$ cat config.mk
export PLATFORM = sky130hd
export DESIGN_NAME = alarm_set_ctrl
export DESIGN_NICKNAME = d
export VERILOG_FILES = /design/src/rtl/alarm_set_ctrl.sv
export SDC_FILE = /design/constraint.sdc
export NUM_CORES = 1
export LEC_CHECK = 0
export BUFFER_PORTS_ARGS = -buffer_cell sky130_fd_sc_hd__buf_2
export CAP_MARGIN = 10
export CORE_UTILIZATION = 25
export CTS_BUF_LIST = sky130_fd_sc_hd__clkbuf_4 sky130_fd_sc_hd__clkbuf_8
export CTS_CLUSTER_DIAMETER = 30
export DETAILED_ROUTE_END_ITERATION = 12
export GPL_ROUTABILITY_DRIVEN = 0
export PLACE_DENSITY = 0.49
export SYNTH_ARGS = -nofsm -noshare
export SYNTH_HDL_FRONTEND = slang
export SYNTH_SLANG_ARGS = --single-unit
$ cat constraint.sdc
create_clock -name fs -period 5.9 [get_ports fs]
set_input_delay 0.59 -clock fs [delete_from_list [all_inputs] [get_ports fs]]
set_output_delay 0.59 -clock fs [all_outputs]
set_load 0.03 [all_outputs]
$ cat src/rtl/alarm_set_ctrl.sv
// Alarm-setting controller: debounces mode/sel/inc keys, runs the set-mode FSM and edits HH:MM in BCD.
// Define AUTO_REPEAT_EN to build auto-repeat of the increment key while a set state is active.
module alarm_set_ctrl #(
    parameter int DB_CYCLES      = 20,
    parameter int TIMEOUT_CYCLES = 5000,
    parameter int REPEAT_DLY     = 500,
    parameter int REPEAT_PER     = 100
) (
    input  logic       fs,
    input  logic       rst_n,
    input  logic       key_mode,
    input  logic       key_sel,
    input  logic       key_inc,
    output logic [1:0] mk,
    output logic [1:0] k1,
    output logic [3:0] c,
    output logic [3:0] d,
    output logic [3:0] e,
    output logic [3:0] f,
    output logic       alarm_on
);
    // state  | meaning
    // S_IDLE | committed alarm shown; inc toggles alarm_on, sel ignored
    // S_MIN  | editing shadow minutes
    // S_HOUR | editing shadow hours
    typedef enum logic [1:0] {
        S_IDLE = 2'd0,
        S_MIN  = 2'd1,
        S_HOUR = 2'd2
    } state_t;

    localparam int K_MODE = 0;
    localparam int K_SEL  = 1;
    localparam int K_INC  = 2;

    localparam int DB_W = (DB_CYCLES > 1) ? $clog2(DB_CYCLES) : 1;
    localparam int TO_W = (TIMEOUT_CYCLES > 1) ? $clog2(TIMEOUT_CYCLES) : 1;
    localparam logic [DB_W-1:0] DB_LOAD = DB_W'(DB_CYCLES - 1);
    localparam logic [TO_W-1:0] TO_LOAD = TO_W'(TIMEOUT_CYCLES - 1);

    logic [2:0]            key_raw;
    logic [2:0]            sync1_q;
    logic [2:0]            sync2_q;
    logic [2:0]            db_q, db_d;
    logic [2:0]            db_prev_q;
    logic [2:0][DB_W-1:0]  db_cnt_q, db_cnt_d;
    logic [2:0]            press;
    logic                  rep_pulse;

    state_t                state_q, state_d;
    logic [7:0]            sh_min_q, sh_min_d;
    logic [7:0]            sh_hr_q, sh_hr_d;
    logic [7:0]            cm_min_q, cm_min_d;
    logic [7:0]            cm_hr_q, cm_hr_d;
    logic                  on_q, on_d;
    logic [TO_W-1:0]       to_cnt_q, to_cnt_d;
    logic [1:0]            mk_q, mk_d;
    logic [1:0]            k1_q, k1_d;
    logic [15:0]           disp_q, disp_d;
    logic                  inc_p;

    assign key_raw = {key_inc, key_sel, key_mode};

    // Debounce down-counter sits at its load value while the synchronised level matches.
    always_comb begin
        db_d     = db_q;
        db_cnt_d = db_cnt_q;
        for (int i = 0; i < 3; i++) begin
            db_cnt_d[i] = DB_LOAD;
            if (sync2_q[i] != db_q[i]) begin
                if (db_cnt_q[i] == '0) begin
                    db_d[i] = sync2_q[i];
                end else begin
                    db_cnt_d[i] = db_cnt_q[i] - DB_W'(1);
                end
            end
        end
    end

    assign press = db_q & ~db_prev_q;

    always_ff @(posedge fs or negedge rst_n) begin
        if (!rst_n) begin
            sync1_q   <= '0;
            sync2_q   <= '0;
            db_q      <= '0;
            db_prev_q <= '0;
            db_cnt_q  <= {3{DB_LOAD}};
        end else begin
            sync1_q   <= key_raw;
            sync2_q   <= sync1_q;
            db_q      <= db_d;
            db_prev_q <= db_q;
            db_cnt_q  <= db_cnt_d;
        end
    end

`ifdef AUTO_REPEAT_EN
    localparam int RP_MAX = (REPEAT_DLY > REPEAT_PER) ? REPEAT_DLY : REPEAT_PER;
    localparam int RP_W   = (RP_MAX > 1) ? $clog2(RP_MAX) : 1;
    localparam logic [RP_W-1:0] RP_DLY_LOAD = RP_W'(REPEAT_DLY - 1);
    localparam logic [RP_W-1:0] RP_PER_LOAD = RP_W'(REPEAT_PER - 1);

    logic            rep_act_q, rep_act_d;
    logic [RP_W-1:0] rep_tmr_q, rep_tmr_d;

    assign rep_pulse = rep_act_q && db_q[K_INC] && (state_q != S_IDLE) && (rep_tmr_q == '0);

    // Armed only by an inc press that the set-state FSM actually consumes.
    always_comb begin
        rep_act_d = rep_act_q;
        rep_tmr_d = rep_tmr_q;
        if (!db_q[K_INC] || state_q == S_IDLE) begin
            rep_act_d = 1'b0;
        end else if (press[K_INC] && !press[K_MODE] && !press[K_SEL]) begin
            rep_act_d = 1'b1;
            rep_tmr_d = RP_DLY_LOAD;
        end else if (rep_pulse) begin
            rep_tmr_d = RP_PER_LOAD;
        end else if (rep_act_q) begin
            rep_tmr_d = rep_tmr_q - RP_W'(1);
        end
    end

    always_ff @(posedge fs or negedge rst_n) begin
        if (!rst_n) begin
            rep_act_q <= 1'b0;
            rep_tmr_q <= '0;
        end else begin
            rep_act_q <= rep_act_d;
            rep_tmr_q <= rep_tmr_d;
        end
    end
`else
    assign rep_pulse = 1'b0;
`endif

    function automatic logic [7:0] bcd2_inc(input logic [7:0] val, input logic [7:0] top);
        logic [7:0] r;
        if (val == top) begin
            r = 8'h00;
        end else if (val[3:0] == 4'd9) begin
            r = {val[7:4] + 4'd1, 4'd0};
        end else begin
            r = {val[7:4], val[3:0] + 4'd1};
        end
        return r;
    endfunction

    always_comb begin
        state_d  = state_q;
        sh_min_d = sh_min_q;
        sh_hr_d  = sh_hr_q;
        cm_min_d = cm_min_q;
        cm_hr_d  = cm_hr_q;
        on_d     = on_q;
        to_cnt_d = TO_LOAD;
        inc_p    = press[K_INC] | rep_pulse;

        case (state_q)
            S_IDLE: begin
                if (press[K_MODE]) begin
                    state_d  = S_MIN;
                    sh_min_d = cm_min_q;
                    sh_hr_d  = cm_hr_q;
                end else if (press[K_INC] && !press[K_SEL]) begin
                    on_d = ~on_q;
                end
            end
            S_MIN, S_HOUR: begin
                if (press[K_MODE]) begin
                    state_d  = S_IDLE;
                    cm_min_d = sh_min_q;
                    cm_hr_d  = sh_hr_q;
                end else if (press[K_SEL]) begin
                    state_d = (state_q == S_MIN) ? S_HOUR : S_MIN;
                end else if (inc_p) begin
                    if (state_q == S_MIN) begin
                        sh_min_d = bcd2_inc(sh_min_q, 8'h59);
                    end else begin
                        sh_hr_d = bcd2_inc(sh_hr_q, 8'h23);
                    end
                end else if (to_cnt_q == '0) begin
                    state_d = S_IDLE;
                end else begin
                    to_cnt_d = to_cnt_q - TO_W'(1);
                end
            end
            default: begin
                state_d = S_IDLE;
            end
        endcase

        // Outputs are registered from next-state values so they move on the acting edge.
        mk_d   = (state_d == S_IDLE) ? 2'b00 : 2'b11;
        k1_d   = (state_d == S_HOUR) ? 2'b01 : 2'b00;
        disp_d = (state_d == S_IDLE) ? {cm_hr_d, cm_min_d} : {sh_hr_d, sh_min_d};
    end

    always_ff @(posedge fs or negedge rst_n) begin
        if (!rst_n) begin
            state_q  <= S_IDLE;
            sh_min_q <= '0;
            sh_hr_q  <= '0;
            cm_min_q <= '0;
            cm_hr_q  <= '0;
            on_q     <= 1'b0;
            to_cnt_q <= TO_LOAD;
            mk_q     <= '0;
            k1_q     <= '0;
            disp_q   <= '0;
        end else begin
            state_q  <= state_d;
            sh_min_q <= sh_min_d;
            sh_hr_q  <= sh_hr_d;
            cm_min_q <= cm_min_d;
            cm_hr_q  <= cm_hr_d;
            on_q     <= on_d;
            to_cnt_q <= to_cnt_d;
            mk_q     <= mk_d;
            k1_q     <= k1_d;
            disp_q   <= disp_d;
        end
    end

    assign mk       = mk_q;
    assign k1       = k1_q;
    assign f        = disp_q[15:12];
    assign e        = disp_q[11:8];
    assign d        = disp_q[7:4];
    assign c        = disp_q[3:0];
    assign alarm_on = on_q;

endmodule

==> results by group, run 1 <==
Placement
  – Cell Count Post-Placement: 651
  – IO buf count: 24
  – DP HPWL: 6300 um
  – Placed cell area: 4850 um^2

Routing
  – Routed WL: 9290 um
  – WL/cell: 13.9 um
  – Vias post-DR: 3122
  – Post-route ant nets: 0
  – Initial drt markers: 192
  – Vias/cell: 4.68
  – Residual DRC: 0
  – DRT Pass-1 Iters: 4

Power
  – NetSw: 0.685 mW
  – Sequential fraction of design power: 0.444
  – Combinational fraction of design power: 0.337
  – Internal power: 1.15 mW
  – Static leakage: 2.33 nW
  – Peak supply drop: 0.000122 V
  – Total power: 1.83 mW
  – Switching portion of total power: 0.373
  – PwrDens: 364 nW/um^2
  – Clock power frac: 0.219

Clocking
  – # hold bufs at CTS: 0
  – H-tree levels: 3
  – CTS buffer count: 9
  – Postcts setup bufs: 0
  – CTS Buffer Depth: 2
  – Cts repair resizes: 0
  – TritonCTS clock tree: done
  – Reg clk slew, reported paths: 0.09 ns
  – Worst skew pair latency: 0.38 ns
  – # clock sinks: 93
  – Clock root buffer: clkbuf_8

Finish
  – Sequential cell area: 2350 um^2
  – Finished Layout Cells: 667
  – Multi-input gate area: 2000 um^2
  – Area grow syn2layout: 11.7%
  – Fill cells: 1782
  – Ant diodes: 0
  – Layout cells sized above 1: 0.215
  – Cell area after layout: 5040 um^2
  – Layout net count: 457

Logic synthesis
  – Mean Syn Cell Area: 10.8 um^2
  – Syn nets: 436
  – Area of the mapped netlist: 4510 um^2
  – Post-synthesis register bit count: 93
  – Ys flop type: dfrtp_1
  – Most common cell in the netlist: dfrtp_1
  – Synth area leader: dfrtp_1
  – Yosys Warn Count: 0
  – Share of the synthesized area in the top cell type: 0.427
  – Cells after synthesis: 416
  – Post-synth cell types: 63
  – Post-synth EDFFs: 0
  – Commonest cells in the synthesized netlist: 77 x dfrtp_1, 50 x nand2_1, 28 x nor2_1, 24 x o21ai_0, 22 x inv_1
  – Register area share after synthesis: 0.521
  – Dominant cells by area after synthesis: dfrtp_1 43%, dfstp_2 9.3%, mux2_2 5.2%
  – Post-synth ARST share: 1.00

Worst setup path
  – Reg2Reg Depth: 7
  – WP data required: 6.16 ns
  – Flop2flop setup slack: 3.00 ns
  – R2R Path Start: state_q[0]
  – Crit Path Category: flop to flop
  – Arr. time, crit path: 3.16 ns
  – Setup crit end kind: flop
  – Critical Path Source Type: flop
  – CP max FO: 20
  – R2r endpoint: disp_q[2]

Floorplan
  – Die Area: 18600 um^2
  – Core ar.: 17500 um^2
  – Num rows: 48
  – Io pins: 26
  – Die height: 136 um
  – Starting Density: 0.258
  – Die W: 136 um

GRT
  – GRT Overall Usage: 0.111
  – GRT overflow: 0
  – Initial antenna violation count: 0
  – First-pass GRT wire length: 15900 um
  – Vias in the first global route: 3147
  – Largest net degree at the start of global routing: 52

Timing
  – Final period utilization: 0.491
  – Post-Route Skew: 0.00967 ns
  – Setup_tns: 0 ns
  – Min Tclk post-route: 2.90 ns
  – RSZ-0062 raised after global routing: no
  – Rel. slew slack: 0.389
  – Max Clk Rate: 0.345 GHz
  – Setup violators final: 0
  – Final Hold Vio Count: 0
  – Max Transition Viols Final: 0
  – Tightest Pin Transition: 0.908 ns

Worst hold path
  – Worst min path class: input pin to asynchronous set/reset pin

Run status
  – Status: complete, no violations

Run
  – Max cap viols: 0
[kinds of logic after synthesis]
group	count (synthesis)	share of synthesized area
flip-flops	93	0.521
XOR/XNOR	21	0.0408
other	1	0.000832
buffers and inverters	39	0.0363
AO/OA/AOI/OAI	76	0.123
AND/OR/NAND/NOR	139	0.153
multiplexers	32	0.0835
adder cells (fa/ha/maj)	15	0.0416
[power groups by stage]
stage               Clock [mW]  Sequential, mW  Combinational [mW]
detailed placement           0           0.828               0.622
finish                   0.401           0.814               0.619
floorplan                    0           0.847               0.444
global route             0.447           0.829               0.684
global placement             0           0.825               0.614
CTS                      0.419           0.816               0.625
[layout by cell type (no fill, tap or decap), types with 4 or more instances in the layout]
master,synthesis,final
a31oi_1,4,4
dfstp_2,16,16
nor3_1,10,10
mux2i_1,5,5
mux2_2,21,21
nor2_1,28,28
buf_2,2,23
nand2b_1,5,5
nor4_1,4,4
dfrtp_1,77,77
nor2b_1,9,9
nand2_1,50,50
nand4_1,4,4
xor2_1,7,7
nand3_1,8,8
o21ai_0,24,24
clkbuf_8,0,11
a22o_1,11,11
xnor2_1,14,14
a21oi_1,9,9
inv_1,22,22
ha_1,15,15
mux2_4,6,6
[registers in the layout, indices dropped and copies added, names as in the netlist]
register,flops
disp_q,16
sh_hr_q,8
sync2_q,3
cm_min_q,8
alarm_on,1
db_prev_q,3
sync1_q,3
db_cnt_q,15
sh_min_q,8
cm_hr_q,8
to_cnt_q,13
k1,1
db_q,3
mk,1
state_q,2
[final cells by class]
cell class,count,share of cell area
clock buffers,13,0.0330
clock inverters,3,0.00397
inverters,23,0.0171
multi-input cells,284,0.397
flip-flops and latches,93,0.466
well taps,225,0.0559
repair buffers,26,0.0273
[layer usage]
layer,wire length (um),track usage,vias up
li1,-,-,1496
met1,4480,0.144,1547
met2,4170,0.167,65
met3,393,0.0347,14
met4,251,0.0500,0
met5,0,0,-
[stage by stage]
step	setup WS, ns	hold slack, ns	util
2_1_floorplan	3.55	0.294	-
3_3_place_gp	3.06	0.337	0.278
3_5_place_dp	3.07	0.337	0.278
4_1_cts	3.06	0.204	0.288
5_1_grt	2.81	0.219	0.288
6_report	3.00	0.192	0.288
[worst max-delay path by stage]
stage	startpoint	endpoint	slack, ns	cells past startpoint
2_1_floorplan	state_q[1]	disp_q[4]	3.55	7
3_3_place_gp	state_q[1]	disp_q[4]	3.06	7
3_5_place_dp	state_q[0]	disp_q[6]	3.07	7
4_1_cts	state_q[0]	disp_q[6]	3.06	7
5_1_grt	state_q[0]	disp_q[6]	2.81	7
6_report	state_q[0]	disp_q[2]	3.00	7
[critical path, cell delays in order, from the launching register on]
cell and delay, ns:
dfrtp_1 0.44, inv_1 0.08, ha_1 0.66, nand2_1 0.11, a21oi_1 0.22, a31oi_2 0.17
o21ai_4 0.67, mux2_2 0.42
Power figures use the tool's default switching activity.
==> inputs of run 2 (changes only) <==
- ABC_AREA: not set -> 1
- PLACE_DENSITY: 0.49 -> 0.51
- clock period: 5.9 -> 2.5 ns (I/O delays scaled with it)
==> run 2 against run 1 <==
Worst setup slack worse by 2.7 ns; cell count up 19%; flip-flop and latch count unchanged; largest cell class unchanged; highest routed layer unchanged.
==> results by group, run 2 <==
Run status
  – Status: complete, no violations (unchanged)

Routing
  – Routed WL: 9770 um (was 9290 um)
  – Post-route ant nets: 0 (unchanged)
  – Initial drt markers: 161 (was 192)
  – DRT Pass-1 Iters: 4 (unchanged)
  – WL/cell: 12.3 um (was 13.9 um)
  – Residual DRC: 0 (unchanged)
  – Vias post-DR: 3455 (was 3122)
  – Vias/cell: 4.36 (was 4.68)

Clocking
  – Postcts setup bufs: 0 (unchanged)
  – # clock sinks: 93 (unchanged)
  – H-tree levels: 3 (unchanged)
  – Cts repair resizes: 0 (unchanged)
  – # hold bufs at CTS: 4 (was 0)
  – Worst skew pair latency: 0.38 ns (about the same)
  – Reg clk slew, reported paths: 0.09 ns (about the same)
  – CTS buffer count: 9 (unchanged)
  – TritonCTS clock tree: done (unchanged)
  – Clock root buffer: clkbuf_8 (unchanged)
  – CTS Buffer Depth: 2 (unchanged)

Floorplan
  – Starting Density: 0.255 (was 0.258)
  – Die height: 137 um (was 136 um)
  – Io pins: 26 (unchanged)
  – Die Area: 18800 um^2 (was 18600 um^2)
  – Num rows: 49 (was 48)
  – Core ar.: 17900 um^2 (was 17500 um^2)
  – Die W: 137 um (was 136 um)

Worst setup path
  – Crit-path slowest cell: ha_1 (was o21ai_4)
  – Crit Path Category: flop to flop (unchanged)
  – WP data required: 2.82 ns (was 6.16 ns)
  – Critical Path Most Common Cell: nand2_1
  – CP max FO: 18 (was 20)
  – Setup crit end kind: flop (unchanged)
  – Slowest stage delay, CP: 0.49 ns (was 0.67 ns)
  – Critical Path Source Type: flop (unchanged)
  – Worst path cell trace: inv_1, ha_1, inv_1, nor3_1, nand2_1, nand2_2, nand2_8, nand2_8, nand2_1, nand2_1 (was inv_1, ha_1, nand2_1, a21oi_1, a31oi_2, o21ai_4, mux2_2)
  – CP bufs+invs: 2 (was 1)
  – Crit path max-delay family: simple AND/OR/NAND/NOR gates (was compound AO/OA/AOI/OAI gates)
  – Arr. time, crit path: 2.55 ns (was 3.16 ns)

Finish
  – Largest register FFs: 16 (unchanged)
  – Cell area after layout: 5210 um^2 (was 5040 um^2)
  – Commonest non-fill, non-tap cell in the layout: nand2_1 (was dfrtp_1)
  – Finished Layout Cells: 792 (was 667)
  – Area grow syn2layout: 14.1% (was 11.7%)
  – Final Util: 0.291 (was 0.288)
  – Layout net count: 578 (was 457)
  – Most frequent cells in the layout: 143 x nand2_1, 77 x dfrtp_1, 51 x nor2_1 (was 77 x dfrtp_1, 50 x nand2_1, 28 x nor2_1)
  – Ant diodes: 0 (unchanged)
  – Layout cells sized above 1: 0.163 (was 0.215)
  – Largest regs: disp_q x16, db_cnt_q x15, to_cnt_q x13 (unchanged)
  – Fill cells: 1903 (was 1782)
  – Top reg by flops: disp_q (unchanged)

Timing
  – Post-Route Skew: 0.0111 ns (was 0.00967 ns)
  – Max Clk Rate: 0.448 GHz (was 0.345 GHz)
  – Setup_tns: 0 ns (unchanged)
  – RSZ-0062 raised after global routing: no (unchanged)
  – Setup violators final: 0 (unchanged)
  – Final period utilization: 0.893 (was 0.491)
  – Final Hold Vio Count: 0 (unchanged)
  – Final hold slack: 0.354 ns (was 0.192 ns)
  – Max Transition Viols Final: 0 (unchanged)
  – Rel. slew slack: 0.651 (was 0.389)
  – Min Tclk post-route: 2.23 ns (was 2.90 ns)
  – Tightest Pin Transition: 0.522 ns (was 0.908 ns)

Placement
  – IO buf count: 24 (unchanged)
  – Placed cell area: 4920 um^2 (was 4850 um^2)
  – Cell Count Post-Placement: 772 (was 651)
  – DP HPWL: 6700 um (was 6300 um)

GRT
  – Vias in the first global route: 3413 (was 3147)
  – GRT Overall Usage: 0.115 (was 0.111)
  – First-pass GRT wire length: 16700 um (was 15900 um)
  – Initial antenna violation count: 0 (unchanged)
  – GRT overflow: 0 (unchanged)
  – Largest net degree at the start of global routing: 60 (was 52)

Power
  – PwrDens: 1020 nW/um^2 (was 364 nW/um^2)
  – Static leakage: 2.56 nW (was 2.33 nW)
  – Peak supply drop: 0.000383 V (was 0.000122 V)

Logic synthesis
  – Mean Syn Cell Area: 8.63 um^2 (was 10.8 um^2)
  – Area of the mapped netlist: 4560 um^2 (was 4510 um^2)
  – Yosys Warn Count: 0 (unchanged)
  – Ys flop type: dfrtp_1 (unchanged)
  – Most common cell in the netlist: nand2_1 (was dfrtp_1)
  – Dominant cells by area after synthesis: dfrtp_1 42%, nand2_1 12%, dfstp_2 9.2% (was dfrtp_1 43%, dfstp_2 9.3%, mux2_2 5.2%)
  – Post-synth cell types: 35 (was 63)
  – Cells after synthesis: 529 (was 416)
  – Register area share after synthesis: 0.514 (was 0.521)
  – Syn nets: 549 (was 436)
  – Post-synth EDFFs: 0 (unchanged)
  – Post-synthesis register bit count: 93 (unchanged)
  – Synth area leader: dfrtp_1 (unchanged)
  – Commonest cells in the synthesized netlist: 143 x nand2_1, 77 x dfrtp_1, 51 x nor2_1, 45 x inv_1, 45 x nand3_1 (was 77 x dfrtp_1, 50 x nand2_1, 28 x nor2_1, 24 x o21ai_0, 22 x inv_1)
  – Share of the synthesized area in the top cell type: 0.422 (was 0.427)
  – Post-synth ARST share: 1.00 (unchanged)

Run
  – Max cap viols: 0 (unchanged)

Worst hold path
  – Worst min path class: flop to flop (was input pin to asynchronous set/reset pin)
run 2: cell types whose count changed after synthesis, sizes merged, moves of 9 or more:
cell   before  now
mux2       27    3
nor2b       9    0
nor2       28   58
o21ai      26   36
nand2      50  151
inv        22   50
a22o       11    0
nand3       9   47
a21oi       9   27
run 2: report_power, final:
| part | leakage [nW] | total [mW] | switching [mW] | internal (mW) |
|---|---|---|---|---|
| Sequential | 1.21 | 2.13 | 0.225 | 1.90 |
| Clock | 0.127 | 1.23 | 0.519 | 0.713 |
| Combinational | 1.22 | 1.95 | 1.40 | 0.554 |
| Total | 2.56 | 5.31 | 2.14 | 3.17 |
run 2: cell type report:
cell class | count | area, um^2 | area share
Sequential cell | 93 | 2350 | 0.451
Multi-Input combinational cell | 373 | 1940 | 0.373
Clock inverter | 4 | 95.1 | 0.0183
Tap cell | 229 | 287 | 0.0550
Timing Repair Buffer | 31 | 198 | 0.0380
Inverter | 50 | 188 | 0.0360
Clock buffer | 12 | 153 | 0.0293
run 2: worst paths after layout:
check	start	depth (start not counted)	slack (ns)	endpoint
setup / recovery	state_q[0]	10	0.27	disp_q[13]
hold / removal	sync1_q[2]	0	0.35	sync2_q[2]
setup reg to reg	state_q[0]	10	0.27	disp_q[13]
hold reg to reg	sync1_q[2]	0	0.35	sync2_q[2]
max in group asynchronous	rst_n	3	1.42	db_cnt_q[10]
min in group asynchronous	rst_n	2	0.37	disp_q[9]
run 2: kinds of logic (layout without fill, tap and decap cells):
family,count (synthesis),count (layout),share of synthesized area
AOI/OAI and AO/OA,66,66,0.0784
xor gates and xnor gates,15,15,0.0288
adders and majority gates,15,15,0.0411
buffers and inverters,63,97,0.0600
DFF,93,93,0.514
muxes,3,3,0.00740
other,1,1,0.000822
and+or+nand+nor,273,273,0.269
run 2: worst register-to-register path: cells and delay by family (launching register included):
family,cells,cell delay (ns)
adders and majority gates,1,0.49
buffers and inverters,2,0.31
and+or+nand+nor,7,0.95
DFF,1,0.43
run 2: metal layers:
metal,global-route usage,vias to the layer above,share of wire
li1,-,1742,-
met1,0.149,1653,0.49
met2,0.185,50,0.47
met3,0.0285,10,0.035
met4,0.0421,0,0.014
met5,0,-,0
run 2: per-stage QoR:
stage | worst slack [ns] | total power, mW
after floorplan | 0.711 | 3.61
after global placement | 0.385 | 4.09
after detailed placement | 0.314 | 4.13
after CTS | 0.279 | 5.39
after global routing | 0.0844 | 5.70
final | 0.267 | 5.31
==> inputs of run 3 (changes only) <==
- CTS_BUF_LIST: sky130_fd_sc_hd__clkbuf_4 sky130_fd_sc_hd__clkbuf_8 -> sky130_fd_sc_hd__clkbuf_16
- PLACE_DENSITY: 0.51 -> 0.39
==> run 3 against run 2 <==
The run now ends with design-rule violations left; clock power rose by 24%; critical path type unchanged; die area did not move; largest cell class unchanged; global-route usage rose by 0.71 points; total power rose by 5.6%; highest routed layer unchanged; flip-flop and latch count did not move; worst setup slack got worse by 0.027 ns; via count fell by 1.4%; cell count did not move.
==> results by group, run 3 (synthesized netlist as in run 2, its figures left out) <==
Run status
  – Status: finished with violations (was complete, no violations)
  – Failing checks: design-rule violations

Worst setup path
  – Worst path cell trace: inv_1, ha_1, inv_1, nor3_1, nand2_1, nand2_2, nand2_8, nand2_8, nand2_1, nand2_1 (unchanged)
  – Setup crit start: state_q[0] (unchanged)
  – Reg2Reg Depth: 10 (unchanged)
  – Critical Path Most Common Cell: nand2_1 (unchanged)
  – Flop2flop setup slack: 0.24 ns (was 0.27 ns)
  – Arr. time, crit path: 2.54 ns (was 2.55 ns)
  – Setup crit end kind: flop (unchanged)
  – WP data required: 2.78 ns (was 2.82 ns)
  – CP bufs+invs: 2 (unchanged)
  – Crit path max-delay family: simple AND/OR/NAND/NOR gates (unchanged)
  – Slowest stage delay, CP: 0.50 ns (was 0.49 ns)
  – Crit-path slowest cell: ha_1 (unchanged)
  – CP Capture Point: disp_q[5] (was disp_q[13])
  – R2R Path Start: state_q[0] (unchanged)
  – Critical Path Source Type: flop (unchanged)
  – Total stage count of the critical path: 10 (unchanged)
  – CP max FO: 18 (unchanged)
  – Crit Path Category: flop to flop (unchanged)
  – R2r endpoint: disp_q[5] (was disp_q[13])

Floorplan
  – Starting Density: 0.255 (unchanged)
  – Die Area: 18800 um^2 (unchanged)
  – Die height: 137 um (unchanged)
  – Io pins: 26 (unchanged)
  – Die W: 137 um (unchanged)
  – Num rows: 49 (unchanged)
  – Core ar.: 17900 um^2 (unchanged)

Timing
  – Max Clk Rate: 0.443 GHz (was 0.448 GHz)
  – Final period utilization: 0.904 (was 0.893)
  – Final Hold Vio Count: 0 (unchanged)
  – Setup violators final: 0 (unchanged)
  – Min Tclk post-route: 2.26 ns (was 2.23 ns)
  – Post-Route Skew: 0.0109 ns (was 0.0111 ns)
  – Rel. slew slack: 0.574 (was 0.651)
  – Final WS setup: 0.240 ns (was 0.267 ns)
  – Max Transition Viols Final: 0 (unchanged)
  – Setup_tns: 0 ns (unchanged)
  – Tightest Pin Transition: 0.639 ns (was 0.522 ns)
  – Final hold slack: 0.355 ns (was 0.354 ns)
  – RSZ-0062 raised after global routing: no (unchanged)

Routing
  – Routed WL: 10200 um (was 9770 um)
  – Initial drt markers: 277 (was 161)
  – DRT Pass-1 Iters: 8 (was 4)
  – Vias post-DR: 3407 (was 3455)
  – Post-route ant nets: 0 (unchanged)
  – Residual DRC: 2 (was 0)
  – WL/cell: 12.8 um (was 12.3 um)
  – Vias/cell: 4.30 (was 4.36)

GRT
  – GRT Overall Usage: 0.122 (was 0.115)
  – Vias in the first global route: 3504 (was 3413)
  – Largest net degree at the start of global routing: 49 (was 60)
  – First-pass GRT wire length: 17500 um (was 16700 um)
  – GRT overflow: 0 (unchanged)
  – Initial antenna violation count: 0 (unchanged)

Clocking
  – CTS buffer count: 9 (unchanged)
  – Clock root buffer: clkbuf_16 (was clkbuf_8)
  – CTS Buffer Depth: 2 (unchanged)
  – Reg clk slew, reported paths: 0.07 ns (was 0.09 ns)
  – # clock sinks: 93 (unchanged)
  – H-tree levels: 3 (unchanged)
  – TritonCTS clock tree: done (unchanged)
  – Worst skew pair latency: 0.35 ns (was 0.38 ns)

Power
  – Static leakage: 2.60 nW (was 2.56 nW)
  – Peak supply drop: 0.000422 V (was 0.000383 V)
  – PwrDens: 1060 nW/um^2 (was 1020 nW/um^2)

Placement
  – Pre-CTS setup slack: 0.281 ns (was 0.314 ns)
  – DP HPWL: 6870 um (was 6700 um)
  – IO buf count: 24 (unchanged)
  – Placed cell area: 4920 um^2 (unchanged)

Finish
  – Area grow syn2layout: 16.0% (was 14.1%)
  – Commonest non-fill, non-tap cell in the layout: nand2_1 (unchanged)
  – Layout net count: 578 (unchanged)
  – Largest regs: disp_q x16, db_cnt_q x15, to_cnt_q x13 (unchanged)
  – Ant diodes: 0 (unchanged)
  – Most frequent cells in the layout: 143 x nand2_1, 77 x dfrtp_1, 51 x nor2_1 (unchanged)
  – Cell area after layout: 5290 um^2 (was 5210 um^2)
  – Largest register FFs: 16 (unchanged)
  – Top reg by flops: disp_q (unchanged)
  – Layout cells sized above 1: 0.156 (was 0.163)
  – Final Util: 0.296 (was 0.291)

Run
  – Max cap viols: 0 (unchanged)

Worst hold path
  – Worst min path class: flop to flop (unchanged)
[run 3: through the flow]
| step | cells | total power [mW] |
|---|---|---|
| 6_report | 792 | 5.61 |
| 5_1_grt | 792 | 6.05 |
| 4_1_cts | 792 | 5.73 |
| 3_5_place_dp | 772 | 4.14 |
| 3_3_place_gp | 772 | 4.13 |
| 2_1_floorplan | 529 | 3.61 |
[run 3: layout make-up]
class / count / area [um^2]
multi-input combinational: 373 / 1940
clock inverter: 7 / 105
tap: 229 / 287
sequential: 93 / 2350
fill: 1932 / 12600
timing repair buffer: 31 / 198
clock buffer: 9 / 225
inverter: 50 / 188
[run 3: report_power, final]
group / leakage, nW / internal (mW) / switching (mW)
logic: 1.22 / 0.552 / 1.41
registers: 1.21 / 1.90 / 0.216
clock network: 0.163 / 0.963 / 0.562
total: 2.60 / 3.42 / 2.19
[run 3: timing repair]
item                                   in CTS  in global routing
resized for setup                           0                  0
endpoints found under the hold margin      38                  0
hold buffers                                4                  0
setup buffers                               0                  0
[run 3: how the worst min path moves through the flow]
stage                    start          to  slack, ns  depth (start not counted)
floorplan                rst_n    alarm_on      -0.05                          0
global placement         rst_n       mk[0]       0.32                          1
detailed placement       rst_n       mk[0]       0.32                          1
CTS                 sync1_q[1]  sync2_q[1]       0.36                          0
global route        sync1_q[1]  sync2_q[1]       0.36                          0
finish              sync1_q[1]  sync2_q[1]       0.35                          0
[run 3: per-layer routing]
| layer | track usage | vias up | share of wire |
|---|---|---|---|
| met4 | 0.0415 | 0 | 0.0097 |
| met2 | 0.197 | 58 | 0.46 |
| met3 | 0.0367 | 9 | 0.049 |
| met5 | 0 | - | 0 |
| li1 | - | 1744 | - |
| met1 | 0.155 | 1596 | 0.48 |
